**config.mk**
```make
export PLATFORM = sky130hd
export DESIGN_NAME = spi_ncs_target
export DESIGN_NICKNAME = d
export VERILOG_FILES = /design/src/rtl/spi_ncs_target.sv
export SDC_FILE = /design/constraint.sdc
export NUM_CORES = 1
export LEC_CHECK = 0
export ABC_AREA = 1
export CAP_MARGIN = 25
export CORE_ASPECT_RATIO = 2
export CORE_MARGIN = 5
export CORE_UTILIZATION = 30
export DETAILED_ROUTE_END_ITERATION = 8
export PLACE_DENSITY = 0.56
export SLEW_MARGIN = 5
export SYNTH_ARGS = -nofsm -noshare
export SYNTH_HDL_FRONTEND = slang
export SYNTH_SLANG_ARGS = --single-unit
```
**constraint.sdc**
```tcl
create_clock -name clk -period 1.8 [get_ports clk]
set_clock_uncertainty 0.1 [all_clocks]
set_input_delay 0.36 -clock clk [delete_from_list [all_inputs] [get_ports clk]]
set_output_delay 0.36 -clock clk [all_outputs]
set_load 0.01 [all_outputs]
```
**src/rtl/spi_ncs_target.sv**
```systemverilog
// spi_ncs_target: SPI mode-0 target, MSB first, one FRAME_BITS word per nCs-low window.
//
// Ports:
//   clk        system clock, all logic on its rising edge
//   nRst       asynchronous active-low reset
//   nCs_i      chip select pad, active low, asynchronous to clk
//   sck_i      SPI clock pad, idles low, asynchronous to clk
//   mosi_i     serial data pad
//   miso_o     serial response data
//   miso_oe_o  MISO pad enable, high only while selected
//   tx_data    response word, captured when a frame starts
//   rx_data    last good received word, held until the next good frame
//   rx_valid   one-cycle pulse when rx_data updates
//   busy       high while a frame is in progress
//   frame_err  (SPI_TARGET_FRAME_ERR_EN only) one-cycle pulse for a frame of the wrong length
//   err_cnt    (SPI_TARGET_FRAME_ERR_EN only) saturating count of frame_err pulses
//
// Optional feature macro: SPI_TARGET_FRAME_ERR_EN.
module spi_ncs_target #(
  parameter int FRAME_BITS  = 24,
  parameter int SYNC_STAGES = 2
) (
  input  logic                  clk,
  input  logic                  nRst,
  input  logic                  nCs_i,
  input  logic                  sck_i,
  input  logic                  mosi_i,
  output logic                  miso_o,
  output logic                  miso_oe_o,
  input  logic [FRAME_BITS-1:0] tx_data,
  output logic [FRAME_BITS-1:0] rx_data,
  output logic                  rx_valid,
  output logic                  busy
`ifdef SPI_TARGET_FRAME_ERR_EN
  ,
  output logic                  frame_err,
  output logic [7:0]            err_cnt
`endif
);
  localparam int CW = $clog2(FRAME_BITS + 2);
  localparam int FW = $clog2(SYNC_STAGES + 1);
  localparam logic [CW-1:0] FRAME_LEN = CW'(FRAME_BITS);
  localparam logic [CW-1:0] BIT_MAX = CW'(FRAME_BITS + 1);
  localparam logic [FW-1:0] FILL_MAX = FW'(SYNC_STAGES);
  typedef enum logic {IDLE, SHIFT} state_t;
  state_t state;
  logic [SYNC_STAGES-1:0] ncs_sync, sck_sync, mosi_sync;
  logic ncs_hist, sck_hist, armed, good;
  logic [FW-1:0] fill;
  logic [CW-1:0] bit_cnt;
  logic [FRAME_BITS-2:0] tx_shift;
  logic [FRAME_BITS-1:0] rx_shift;
  logic ncs_s, sck_s, mosi_s, ncs_fall, ncs_rise, sck_rise, sck_fall, frame_end;
  assign ncs_s = ncs_sync[SYNC_STAGES-1];
  assign sck_s = sck_sync[SYNC_STAGES-1];
  assign mosi_s = mosi_sync[SYNC_STAGES-1];
  assign ncs_fall = ncs_hist & ~ncs_s;
  assign ncs_rise = ~ncs_hist & ncs_s;
  assign sck_rise = ~sck_hist & sck_s;
  assign sck_fall = sck_hist & ~sck_s;
  assign frame_end = (state == SHIFT) && ncs_rise;
  assign busy = (state == SHIFT);
  // The nCs chain is preset high by reset, so armed waits until the chain has
  // been refilled from the pad; a pad held low through reset then never arms.
  always_ff @(posedge clk or negedge nRst)
    if (!nRst) begin
      ncs_sync <= '1;
      sck_sync <= '0;
      mosi_sync <= '0;
      ncs_hist <= 1'b1;
      sck_hist <= 1'b0;
      fill <= '0;
      armed <= 1'b0;
    end else begin
      ncs_sync <= {ncs_sync[SYNC_STAGES-2:0], nCs_i};
      sck_sync <= {sck_sync[SYNC_STAGES-2:0], sck_i};
      mosi_sync <= {mosi_sync[SYNC_STAGES-2:0], mosi_i};
      ncs_hist <= ncs_s;
      sck_hist <= sck_s;
      fill <= (fill == FILL_MAX) ? fill : fill + 1'b1;
      armed <= armed | ((fill == FILL_MAX) & ncs_s);
    end
  // tx_shift holds the bits still to be sent after the one currently on miso_o;
  // zeros shift in, so miso_o drops to 0 once the word is exhausted.
  always_ff @(posedge clk or negedge nRst)
    if (!nRst) begin
      state <= IDLE;
      tx_shift <= '0;
      rx_shift <= '0;
      bit_cnt <= '0;
      miso_o <= 1'b0;
      miso_oe_o <= 1'b0;
      rx_data <= '0;
      rx_valid <= 1'b0;
      good <= 1'b0;
    end else begin
      good <= frame_end && bit_cnt == FRAME_LEN;
      rx_valid <= good;
      if (good) rx_data <= rx_shift;
      if (state == IDLE) begin
        if (ncs_fall && armed) begin
          tx_shift <= tx_data[FRAME_BITS-2:0];
          bit_cnt <= '0;
          miso_o <= tx_data[FRAME_BITS-1];
          miso_oe_o <= 1'b1;
          state <= SHIFT;
        end
      end else if (ncs_rise) begin
        miso_oe_o <= 1'b0;
        miso_o <= 1'b0;
        state <= IDLE;
      end else begin
        if (sck_rise) begin
          rx_shift <= {rx_shift[FRAME_BITS-2:0], mosi_s};
          bit_cnt <= (bit_cnt == BIT_MAX) ? bit_cnt : bit_cnt + 1'b1;
        end
        if (sck_fall) begin
          tx_shift <= {tx_shift[FRAME_BITS-3:0], 1'b0};
          miso_o <= tx_shift[FRAME_BITS-2];
        end
      end
    end
`ifdef SPI_TARGET_FRAME_ERR_EN
  logic bad;
  always_ff @(posedge clk or negedge nRst)
    if (!nRst) begin
      bad <= 1'b0;
      frame_err <= 1'b0;
      err_cnt <= '0;
    end else begin
      bad <= frame_end && bit_cnt != FRAME_LEN;
      frame_err <= bad;
      err_cnt <= (bad && err_cnt != 8'hff) ? err_cnt + 8'd1 : err_cnt;
    end
`endif
endmodule

```
# After elaboration in Yosys (flattened, before gate mapping)
# Index checks and enable logic that the tools add are counted.
# totals
regBits	92
input_bits	29
# classes
addsub	2
eq_ne	9
n_mux	19
bitwise_logic	11
reduce_logical	9
# ops
operator	count
2-to-1 mux 23 bit	4
2-to-1 mux 5 bit	5
equality test 5 bit (second input constant)	2
2-to-1 mux 1 bit	10
inequality test 2 x 1 -> 1 bit (second input constant)	3
AND reduction 3 bit	2
adder 5 x 1 -> 5 bit (second input constant)	1
bitwise AND 1 bit	5
inverter 1 bit	5
inequality test 2 bit (second input constant)	2
AND reduction 2 bit	2
AND reduction 4 bit	1
logical AND 1 bit	3
inequality test 3 x 1 -> 1 bit (second input constant)	1
adder 2 x 1 -> 2 bit (second input constant)	1
equality test 2 bit (second input constant)	1
nonzero test 2 bit	1
bitwise OR 1 bit	1

# Logic depth before layout (Yosys ltp)
# Gate-level depths: netlist of the first run.
# logic_depth
ltp_word	5
ltp_mapped	9

# Least setup slack after synthesis of the first run
# No wires, ideal clock.
# synth_path
kind	flip-flop to flip-flop
from	reg ncs_hist
to	reg tx_shift[16]
setup_ps	122
arrival_time_ps	1177
path_slack_ps	402
stages_incl_launch_ff	9
path_buffers	1
period_less_slack_ps	1398
cell_sequence	dfstp_2 inv_1 nand2_2 nand2_1 nand2_4 o21ai_4 buf_6 nand2_1 o21ai_2
# synth_between
elab_chain_cells	4
word_cells_on_any_way	7
# synth_lines
item	line	source
start: declaration	48	logic ncs_hist, sck_hist, armed, good;
start signal: assignment	78	ncs_hist <= ncs_s;
inverter 1 bit or bitwise AND 1 bit (tied branches)	58, 57	
bitwise AND 1 bit or logical AND 1 bit (tied branches)	58, 101	
inequality test 2 bit (no source line) or nonzero test 2 bit (tied branches)	-	
AND reduction 3 bit (no source line) (*)	-	
end signal: assignment	102	tx_shift <= tx_data[FRAME_BITS-2:0];
end signal: assignment	118	tx_shift <= {tx_shift[FRAME_BITS-3:0], 1'b0};
end: declaration	51	logic [FRAME_BITS-2:0] tx_shift;
# Mark *: on every way between the ends. The rest lies on a longest branch, timed or not.
# A chain may end at the register's enable or synchronous reset.

# Worst setup path in the final report of the first run
# layout_path
from	reg rx_data[11]
to	out rx_data[11]
# layout_rtl
item	line	source
start: declaration	31	output logic [FRAME_BITS-1:0] rx_data,
start signal: assignment	99	if (good) rx_data <= rx_shift;
# No word-level cell between the ends.

==> flow_metrics.tcl, run 1 <==
set metrics [dict create \
    crit_required_ns 1.34 \
    crit_cells 1 \
    max_cap_viol_count 0 \
    ant_nets 0 \
    critPathBufInv 1 \
    status "complete, no violations" \
    die_x_um 89.7 \
    drive_gt1_share_pct 15.5 \
    cts_tree "yes" \
    critPathArrivalTime_ns 1.25 \
    critPathTopFamily "buffers and inverters" \
    cts_buffers 9 \
    firstDrtPassIters 6 \
    hold_violations 0 \
    synth_top_flop_cell "dfrtp_1" \
    wl_per_cell_um 12.7 \
    maxSlewViolCount 0 \
    holdCritPathClass "flip-flop to flip-flop" \
    antenna_cells 0 \
    place_congestion 0.797 \
    dr.first_iter.drc_count 81 \
    synth_largest_area_cell "dfrtp_1" \
    period_share_pct 95.0 \
    clock.fmax_mhz 585 \
    power.density_nw_per_um2 1130 \
    clk_pin_slew_ns 0.06 \
    die-area_sq_um 15200 \
    cts_buffer_depth 2 \
    cts_sinks 92 \
    fin_ws_ns 0.0893 \
    setup.worst_path.end "rx_data[11]" \
    core_area_sq_um 12600 \
    initial_core_util_pct 30.4 \
    rr_startpoint "ncs_sync[1]" \
    drcViolationCount 0 \
    syn_area_sq_um 3810 \
    crit_type "flip-flop to output pin" \
    placed_area_sq_um 4570 \
    dp_hpwl_mm 5.20 \
    num_vias 2562 \
    grt_max_degree 49 \
    p_leak_nw 2.34 \
    r2r_slack_ns 0.23 \
    max_slew_margin_pct 76.9 \
    die_y_um 169 \
    max_slew.worst_pin.slew_ns 0.346 \
    synth_fp_nets 387 \
    whs_ns 0.253 \
    rows 58 \
    end_kind "output pin" \
    min_period_ns 1.71 \
    rr_endpoint "tx_shift[9]" \
    syn_to_final_growth_pct 27.5 \
    fin_setup_tns_ns 0 \
    finalSetupViolations 0 \
    synth_commonest_cells "dfrtp_1 (89), nand2_1 (66), nor2_1 (33)" \
    h-tree-depth 3 \
    critPathMaxFanout 2 \
    grt_setup_unrepaired "false" \
    port_buffers 56 \
    crit_path_start "rx_data[11]" \
    grtUsageTotal_pct 10.5 \
    rr_worst_depth 6 \
    synth_cell_types 25 \
    first_global_vias 2723 \
    synth_top_area_share_pct 58.4 \
    crit_chain "clkdlybuf4s50_1" \
    yosysWarningCount 0 \
    cp_slowest_cell "clkdlybuf4s50_1" \
    cts-root-buf "clkbuf_16" \
    critPathMaxStageDelay_ns 0.54 \
    ys_seq_area_share_pct 60.4 \
    synthCells 354 \
    dp_worst_setup_slack_ns 0.235 \
    async_flop_share_pct 100 \
    final_area_sq_um 4860 \
    irDropWorstVdd_mv 0.516 \
    syn-mean-instance-area_sq_um 10.8 \
    synth-edff-count 0 \
    fillers 1237 \
    wirelength_mm 7.21 \
    grt_overflow_total 0 \
    final_nets 447 \
    yosys-top-cells-area "dfrtp_1 (58%), nand2_1 (6.5%), mux2i_1 (5.8%)" \
    io_pins 57 \
    ys_seq_elements 92 \
    yosys.cell_count.top_type "dfrtp_1" \
    grt_pass1_wl_mm 12.8 \
    vias_per_cell 4.50 \
    clk_latency_ns 0.34 \
    cp-start-kind "flip-flop" \
    antenna_found_initial 0 \
]
[layer usage]
metal / up-vias / GRT usage [%] / share of wire (%)
li1: 1272 / - / -
met1: 1219 / 11.5 / 41
met2: 55 / 17.8 / 51
met3: 16 / 3.37 / 5.7
met4: 0 / 5.66 / 2.6
met5: - / 0 / 0
[flip-flops by register name, indices dropped and copies added, names as in the netlist]
register / flops
armed: 1
bit_cnt: 5
busy: 1
fill: 2
good: 1
miso_o: 1
miso_oe_o: 1
mosi_sync: 2
ncs_hist: 1
ncs_sync: 2
rx_data: 24
rx_shift: 24
rx_valid: 1
sck_hist: 1
sck_sync: 2
tx_shift: 23
[placed cells by master (no fill, tap or decap), drive strengths merged]
cell / n
xnor2: 1
nand2: 69
clkdlybuf4s50: 54
buf: 10
clkbuf: 13
inv: 27
nor2: 33
a21oi: 26
nand4: 3
dlygate4sd3: 1
nand3b: 1
nand3: 6
o21ai: 41
dfrtp: 89
mux2i: 22
dfstp: 3
dlygate4sd2: 1
clkinv: 2
nor3: 1
mux2: 11
ha: 4
clkinvlp: 1
[timing repair]
| item | CTS | global route |
|---|---|---|
| hold buffers | 1 | 0 |
| endpoints found under the hold margin | 20 | 0 |
| buffers inserted | 0 | 0 |
| endpoints found under the setup margin | 1 | 0 |
| gates resized for setup | 1 | 0 |
[metrics by stage]
stage | power [mW] | utilization (%) | cells
2_1_floorplan | 3.46 | - | 354
3_3_place_gp | 3.78 | 36.4 | 552
4_1_cts | 5.61 | 38.7 | 569
3_5_place_dp | 3.81 | 36.4 | 552
6_report | 5.50 | 38.7 | 569
5_1_grt | 5.88 | 38.7 | 569
[where the power goes]
part / leakage, nW / switching (mW) / total, mW / internal, mW
combinational: 1.04 / 0.554 / 1.01 / 0.453
sequential: 1.17 / 0.252 / 2.74 / 2.49
clock: 0.136 / 0.743 / 1.75 / 1.01
[cell families (layout without fill, tap and decap cells)]
family	count (synthesis)	after routing	share of synthesized area [%]
buf+inv	44	109	5.77
mux	33	33	9.02
compound gates	67	67	11.2
xor+xnor	1	1	0.230
fa+ha+maj	4	4	1.31
simple gates	113	113	12.0
flops	92	92	60.4
[layout make-up]
| cell class | instances | area, sq um | area share (%) |
|---|---|---|---|
| inverter | 27 | 101 | 2.08 |
| multi-input combinational | 218 | 1290 | 26.5 |
| clock inverter | 3 | 21.3 | 0.437 |
| tap | 150 | 188 | 3.86 |
| sequential | 92 | 2310 | 47.4 |
| timing repair buffer | 66 | 697 | 14.3 |
| clock buffer | 13 | 260 | 5.35 |
[how the worst min path moves through the flow]
stage	cells after the start	slack, ns	start	endpoint
2_1_floorplan	0	-0.04	nRst	armed
3_3_place_gp	1	0.20	nRst	tx_shift[0]
3_5_place_dp	1	0.19	nRst	tx_shift[0]
4_1_cts	0	0.26	ncs_sync[0]	ncs_sync[1]
5_1_grt	0	0.26	ncs_sync[0]	ncs_sync[1]
6_report	0	0.25	mosi_sync[0]	mosi_sync[1]
Power figures use the tool's default switching activity.
==> run 2: changes to the inputs <==
--- a/config.mk
+++ b/config.mk
@@ -7,4 +7,5 @@
 export LEC_CHECK = 0
 export ABC_AREA = 1
+export ABC_CLOCK_PERIOD_IN_PS = 1800
 export CAP_MARGIN = 25
 export CORE_ASPECT_RATIO = 2
==> constraint.sdc (replaced) <==
create_clock -name clk -period 1.8 [get_ports clk]
set_clock_uncertainty 0.1 [all_clocks]
set_input_delay 0.36 -clock clk [delete_from_list [all_inputs] [get_ports clk]]
set_output_delay 0.36 -clock clk [all_outputs]
set_load 0.005 [all_outputs]
==> run 2 against run 1 <==
Net effect: non-clock buffer count increased by 1; combinational power hardly changed; register-to-register slack about the same.
==> flow_metrics.tcl, run 2 (synthesis results as in run 1) <==
set metrics [dict create \
    holdCritPathClass "flip-flop to flip-flop" \
    period_share_pct 93.3 \
    clock.fmax_mhz 595 \
    cp_slowest_cell "clkdlybuf4s50_1" \
    cts_buffers 9 \
    min_period_ns 1.68 \
    die_y_um 169 \
    io_pins 57 \
    grt_max_degree 51 \
    critPathMaxFanout 2 \
    hold_violations 0 \
    critPathMaxStageDelay_ns 0.51 \
    cp-start-kind "flip-flop" \
    grt_busiest_layer "met2" \
    clk_pin_slew_ns 0.06 \
    max_cap_viol_count 0 \
    vias_per_cell 4.51 \
    reg_top3 "rx_data x24, rx_shift x24, tx_shift x23" \
    critPathArrivalTime_ns 1.22 \
    maxSlewViolCount 0 \
    die_x_um 89.7 \
    ant_nets 0 \
    die-area_sq_um 15200 \
    cts_tree "yes" \
    grtUsageTotal_pct 10.6 \
    grt_overflow_total 0 \
    cts_buffer_depth 2 \
    h-tree-depth 3 \
    final_cell_mix "dfrtp_1 (88), nand2_1 (66), clkdlybuf4s50_1 (55), nor2_1 (33)" \
    stdcell_count 569 \
    first_global_vias 2731 \
    cts-root-buf "clkbuf_16" \
    critPathBufInv 1 \
    grt_setup_unrepaired "false" \
    wl_per_cell_um 13.2 \
    crit_path_start "busy" \
    antenna_found_initial 0 \
    firstDrtPassIters 4 \
    syn_to_final_growth_pct 27.9 \
    max_slew_margin_pct 73.8 \
    cts_sinks 92 \
    total_power_mw 5.57 \
    finalCoreUtilization_pct 38.9 \
    rr_startpoint "ncs_sync[1]" \
    layout_commonest_cell "dfrtp_1" \
    crit_type "flip-flop to output pin" \
    met3_usage_pct 3.95 \
    clk_latency_ns 0.34 \
    crit_required_ns 1.34 \
    grt_pass1_wl_mm 13.0 \
    fillers 1242 \
    critPathTopFamily "buffers and inverters" \
    met2_usage_pct 18.4 \
    crit_chain "clkdlybuf4s50_1" \
    fin_setup_tns_ns 0 \
    core_area_sq_um 12600 \
    drcViolationCount 0 \
    wirelength_mm 7.52 \
    dp_cells 552 \
    min-delay-start "sck_sync[0]" \
    antenna_cells 0 \
    drive_gt1_share_pct 16.0 \
    whs_ns 0.249 \
    port_buffers 56 \
    max_slew.worst_pin.slew_ns 0.394 \
    p_leak_nw 2.36 \
    grtUsageMet1_pct 11.4 \
    regArea_sq_um 2310 \
    place_congestion 0.757 \
    multiInputGateArea_sq_um 1290 \
    dr.first_iter.drc_count 54 \
    irDropWorstVdd_mv 0.631 \
    status "complete, no violations" \
    rows 58 \
    initial_core_util_pct 30.4 \
    num_vias 2567 \
    dp_hpwl_mm 5.35 \
    end_kind "output pin" \
    final_nets 448 \
    finalSetupViolations 0 \
    power.density_nw_per_um2 1140 \
]
-- run 2: cell type report --
| type | count | share of cell area [%] |
|---|---|---|
| Sequential cell | 92 | 47.3 |
| Multi-Input combinational cell | 218 | 26.4 |
| Timing Repair Buffer | 67 | 14.5 |
| Clock buffer | 14 | 5.82 |
| Tap cell | 150 | 3.85 |
| Inverter | 27 | 2.08 |
| Clock inverter | 1 | 0.103 |
-- run 2: report_power, final --
| group | switching [mW] | internal (mW) | total [mW] |
|---|---|---|---|
| Combinational | 0.552 | 0.459 | 1.01 |
| Clock | 0.728 | 1.08 | 1.81 |
| Sequential | 0.258 | 2.49 | 2.75 |
| Total | 1.54 | 4.03 | 5.57 |
-- run 2: path summary, 6_finish.rpt --
kind / depth (start not counted) / end / slack (ns)
max reg2reg: 6 / tx_shift[13] / 0.23
max in group asynchronous: 3 / rx_shift[12] / 0.70
min reg2reg: 0 / sck_sync[1] / 0.25
min: 0 / sck_sync[1] / 0.25
min in group asynchronous: 2 / tx_shift[18] / 0.34
max: 1 / busy / 0.12
-- run 2: layer usage --
metal | wire length (um) | share of wire, %
met1 | 2990 | 40
met2 | 3940 | 52
met3 | 413 | 5.5
met4 | 173 | 2.3
met5 | 0 | 0
-- run 2: timing repair --
| item | in CTS | in global routing |
|---|---|---|
| hold buffers | 1 | 0 |
| gates resized for setup | 1 | 0 |
| hold endpoints to repair | 15 | 0 |
| buffers inserted | 1 | 0 |
| endpoints found under the setup margin | 1 | 0 |
-- run 2: per-stage QoR --
stage	setup slack [ns]	area, sq um
detailed placement	0.219	4570
global route	0.0661	4880
finish	0.120	4880
global placement	0.252	4570
CTS	0.0870	4880
floorplan	0.402	3810
